--- src/rtl/dt_res_pack.sv ---
// Packs the 8-bit result map back into 16-pixel binary words (MSB = lowest pixel
// address). A pixel is set when the byte meets the threshold, or misses it when INVERT is set.
module dt_res_pack #(
   parameter int PIX_AW = 14,
   parameter bit INVERT = 1'b0
) (
   input  logic              clk,
   input  logic              reset,
   input  logic              start,
   input  logic [7:0]        threshold,
   output logic              done,
   output logic              res_rd,
   output logic [PIX_AW-1:0] res_addr,
   input  logic [7:0]        res_di,
   output logic              pk_wr,
   output logic [PIX_AW-5:0] pk_addr,
   output logic [15:0]       pk_do
);

   localparam int WAW = PIX_AW - 4;
   localparam logic [PIX_AW-1:0] ADDR_LAST_M1 = {{(PIX_AW-1){1'b1}}, 1'b0};

   typedef enum logic [2:0] {S_IDLE, S_READ, S_DRAIN, S_FIN, S_DONE} state_t;

   state_t            state_q, state_d;
   logic              done_q, done_d;
   logic              res_rd_q, res_rd_d;
   logic [PIX_AW-1:0] res_addr_q, res_addr_d;
   logic              pk_wr_q, pk_wr_d;
   logic [WAW-1:0]    pk_addr_q, pk_addr_d;
   logic [15:0]       pk_do_q, pk_do_d;
   logic [15:0]       shreg_q, shreg_d;
   logic [3:0]        bit_cnt_q, bit_cnt_d;
   logic              pix_bit;

   always_comb begin
      state_d    = state_q;
      done_d     = done_q;
      res_rd_d   = res_rd_q;
      res_addr_d = res_addr_q;
      pk_wr_d    = 1'b0;
      pk_addr_d  = pk_addr_q;
      pk_do_d    = pk_do_q;
      shreg_d    = shreg_q;
      bit_cnt_d  = bit_cnt_q;
      pix_bit    = INVERT ? (res_di < threshold) : (res_di >= threshold);

      // res_di seen this cycle belongs to the address issued on the previous edge
      if (res_rd_q) begin
         shreg_d   = {shreg_q[14:0], pix_bit};
         bit_cnt_d = bit_cnt_q + 4'd1;
         if (bit_cnt_q == 4'hF) begin
            pk_wr_d   = 1'b1;
            pk_do_d   = shreg_d;
            pk_addr_d = res_addr_q[PIX_AW-1:4];
         end
      end

      unique case (state_q)
         S_IDLE, S_DONE: begin
            if (start) begin
               state_d    = S_READ;
               done_d     = 1'b0;
               res_rd_d   = 1'b1;
               res_addr_d = '0;
               bit_cnt_d  = '0;
            end
         end
         S_READ: begin
            res_addr_d = res_addr_q + PIX_AW'(1);
            if (res_addr_q == ADDR_LAST_M1) state_d = S_DRAIN;
         end
         S_DRAIN: begin
            res_rd_d = 1'b0;
            state_d  = S_FIN;
         end
         S_FIN: begin
            done_d  = 1'b1;
            state_d = S_DONE;
         end
         default: state_d = S_IDLE;
      endcase
   end

   always_ff @(posedge clk or negedge reset) begin
      if (!reset) begin
         state_q    <= S_IDLE;
         done_q     <= 1'b0;
         res_rd_q   <= 1'b0;
         res_addr_q <= '0;
         pk_wr_q    <= 1'b0;
         pk_addr_q  <= '0;
         pk_do_q    <= '0;
         shreg_q    <= '0;
         bit_cnt_q  <= '0;
      end else begin
         state_q    <= state_d;
         done_q     <= done_d;
         res_rd_q   <= res_rd_d;
         res_addr_q <= res_addr_d;
         pk_wr_q    <= pk_wr_d;
         pk_addr_q  <= pk_addr_d;
         pk_do_q    <= pk_do_d;
         shreg_q    <= shreg_d;
         bit_cnt_q  <= bit_cnt_d;
      end
   end

   assign done     = done_q;
   assign res_rd   = res_rd_q;
   assign res_addr = res_addr_q;
   assign pk_wr    = pk_wr_q;
   assign pk_addr  = pk_addr_q;
   assign pk_do    = pk_do_q;

endmodule

--- config.mk ---
export PLATFORM = sky130hd
export DESIGN_NAME = dt_res_pack
export DESIGN_NICKNAME = d
export VERILOG_FILES = /design/src/rtl/dt_res_pack.sv
export SDC_FILE = /design/constraint.sdc
export NUM_CORES = 1
export LEC_CHECK = 0
export CORE_ASPECT_RATIO = 2
export CORE_MARGIN = 2
export CORE_UTILIZATION = 52
export DETAILED_ROUTE_END_ITERATION = 7
export PLACE_DENSITY_LB_ADDON = 0.05
export SKIP_LAST_GASP = 1
export SYNTH_ARGS = -nofsm -noshare
export SYNTH_HDL_FRONTEND = slang
export SYNTH_SLANG_ARGS = --single-unit
--- constraint.sdc ---
create_clock -name clk -period 3.9 [get_ports clk]
set_input_delay 0.585 -clock clk [delete_from_list [all_inputs] [get_ports clk]]
set_output_delay 0.585 -clock clk [all_outputs]
set_load 0.01 [all_outputs]
==> impl_results.md <==
* Maximum clock frequency at 494 MHz
* WP buf/inv at 1
* Metal-1 WL at ~2300 um
* Pwr Density at 613 nW/um2
* LEAKAGE at 0.00182 uW
* Arrival time of the worst setup path at 1.44 ns
* Max Fanout on Critical Path at 9
* Post-cts resize count at 0
* Maximum vdd drop at 0.488 mV
* Final Util at 69.6%
* Largest net degree at the start of global routing at 42
* Clk root buf: clkbuf_8
* First-pass GRT wire length at 10100 um
* Top Layer Used: met4
* IO buf count at 61
* Total internal power at ~1600 uW
* # setup viols final at 0
* Top FF cell, synth: dfrtp_1
* Main combinational cell family by area after synthesis: simple AND/OR/NAND/NOR gates
* Wire length on met2 at about 3400 um
* Crit path time final at 2.03 ns
* Vias at 2212
* Clk pwr share at 25.6%
* Worst skew pair latency at 0.34 ns
* Number of flops mapped to enable cells by yosys at 0
* Initial Util at 53.5%
* XOR/XNOR share of the synthesized area at 0.913%
* Die Height at 109 um
* DR WL met3 at 198 um
* Reg power frac at 44.2%
* Clock slew at reported path FFs at around 0.070 ns
* Mean post-synth cell area at 10.3 um2
* IO Count at 62
* Sw frac at 30.7%
* DRC errors left at 0
* Period utilization at 51.9%
* CP startpoint kind: register
* # rows at 38
* Post-CTS Setup Inserts at 0
* Grt total ovfl at 0
* Post-synth cell types at 40
* Area fraction of the dominant cell type after synthesis at 56.5%
* Synth Register Bits at 65
* Final ANT Viol Nets at 0
* WL per Instance at 15.0 um
* CP cell instances: clkdlybuf4s50_1
* Largest delay contributor family on the critical path: buffers and inverters
* Gpl congestion at 0.779
* Die width at 56.6 um
* Critical path's slowest cell: clkdlybuf4s50_1
* Net Count, Synth at 309
* Status: completed
* Area delta synth->final at 29.9%
* Register area share after synthesis at 56.5%
* Die area at 6180 um2
* Mux share of post-synthesis cell area at 7.57%
* CTS tree: done
* Clk buf depth at 2
* Slew @ Worst Pin at 0.911 ns
* Mapped Area at ~2900 um2
* Commonest cells after routing, fill and taps aside: nand2_1, dfrtp_1, clkdlybuf4s50_1
* GRT Total Usage at 21.5%
* Post-synthesis simple-gate area fraction at 19.7%
* Post-synthesis adder-cell area fraction at 4.78%
* CP required at 3.31 ns
* Most common cell after layout, fill and taps aside: nand2_1
* Clk_skew at 0.00604 ns
* Maxcap violations at 0
* Filler Cell Count at 427
* Comb pwr share at 30.3%
* Synth area leaders: dfrtp_1, nand2_1, mux2_2, ha_1, o21ai_0
* Cell taking the most area after synthesis: dfrtp_1
* Inserted Diodes at 0
* Cells after Synth at 279
* Worst Setup End Kind: output port
* Sequential cell area at 1630 um2
* Yosys Warn Count at 0
* Relative slew slack at 39.3%
* Kind of critical path: register to output port
* Worst Hold Class: primary input to async pin
* Endpoints failing hold at 0
* Post-DP HPWL at 4330 um
* Post-synthesis async set-or-reset flop share at 100%
* Setup TNS at 0 ns
* Multi-input gate area at between 1000 and 1500 um2
* Hold Buf Count CTS at 0
* RSZ-0062 raised after global routing: no
* Synth Area in Compound Gates at 7.18%
* Max incr delay on CP at 0.60 ns
* NetSw at 702 uW
* DRT Pass-1 Iters at 4
* Final nets at 374
* WHS at 0.383 ns
* Layout cells sized above 1 at 10.6%
* Core Region at 5370 um2
* Vias in the first global route at 2267
* Initial DRC Count at 69
* Final WL at 6130 um
* Antenna violations before repair at 0
* Htree depth at 3
* Clock Sinks at 65
* Via-to-Cell Ratio at 5.41
* Final Max Tran Viols at 0
* Num CTS Buffers at 9
state kept, by name, summed over array words and instances (netlist names), 3 cells and up:
register and count:
bit_cnt_q 4, shreg_q 15, state_q 3, res_addr 14, pk_addr 10, pk_do 16
per-layer routing:
layer | track usage, % | up-vias
met3 | 4.74 | 14
li1 | - | 1072
met1 | 21.7 | 1072
met5 | 0 | -
met4 | 12.6 | 0
met2 | 39.4 | 54
final timing paths:
| path | to | start | depth (start not counted) | slack [ns] |
|---|---|---|---|---|
| worst max-delay path | res_addr[7] | res_addr[7] | 1 | 1.87 |
| worst min-delay path | pk_do[3] | reset | 1 | 0.38 |
| worst max register to register | res_addr[12] | state_q[0] | 4 | 2.05 |
| worst min register to register | pk_do[7] | pk_do[7] | 2 | 0.47 |
| max in group asynchronous | pk_do[12] | reset | 2 | 2.65 |
| min in group clk | pk_do[7] | pk_do[7] | 2 | 0.47 |
layout make-up:
| cell class | instances | share of cell area (%) |
|---|---|---|
| Multi-Input combinational cell | 192 | 30.9 |
| Sequential cell | 65 | 43.5 |
| Clock inverter | 2 | 0.937 |
| Inverter | 12 | 1.21 |
| Timing Repair Buffer | 64 | 16.8 |
| Tap cell | 60 | 2.01 |
| Clock buffer | 14 | 4.62 |
Yosys cell counts, drive strengths merged (2+ instances only):
library cell  instances
o41ai                 3
buf                   6
and3                  4
inv                  12
mux2i                 6
o311ai                3
mux2                 14
nand2                91
nand4                 6
o21ai                13
clkbuf                4
a31oi                 4
nor2                 11
ha                   11
nor3b                 3
nand3                 5
or3                   2
dfrtp                65
xor2                  2
logic make-up after synthesis:
| logic type | Yosys count |
|---|---|
| buffers and inverters | 22 |
| AOI/OAI and AO/OA | 31 |
| muxes | 20 |
| xor gates and xnor gates | 3 |
| DFF | 65 |
| and+or+nand+nor | 127 |
| adders and majority gates | 11 |
power groups by stage:
stage          combinational, uW  clock, uW  sequential, uW
2_1_floorplan                249          0            1060
3_3_place_gp                 686          0            1020
3_5_place_dp                 702          0            1020
4_1_cts                      708        594            1010
5_1_grt                      769        626            1040
6_report                     694        586            1010
stage by stage:
stage	worst slack [ns]	std cells	cell area (um2)	power [uW]
3_5_place_dp	1.57	393	3530	1730
2_1_floorplan	2.21	279	2880	1310
4_1_cts	1.86	409	3740	2320
6_report	1.87	409	3740	2290
3_3_place_gp	1.59	393	3530	1700
5_1_grt	1.75	409	3740	2430
Power figures use the tool's default switching activity.
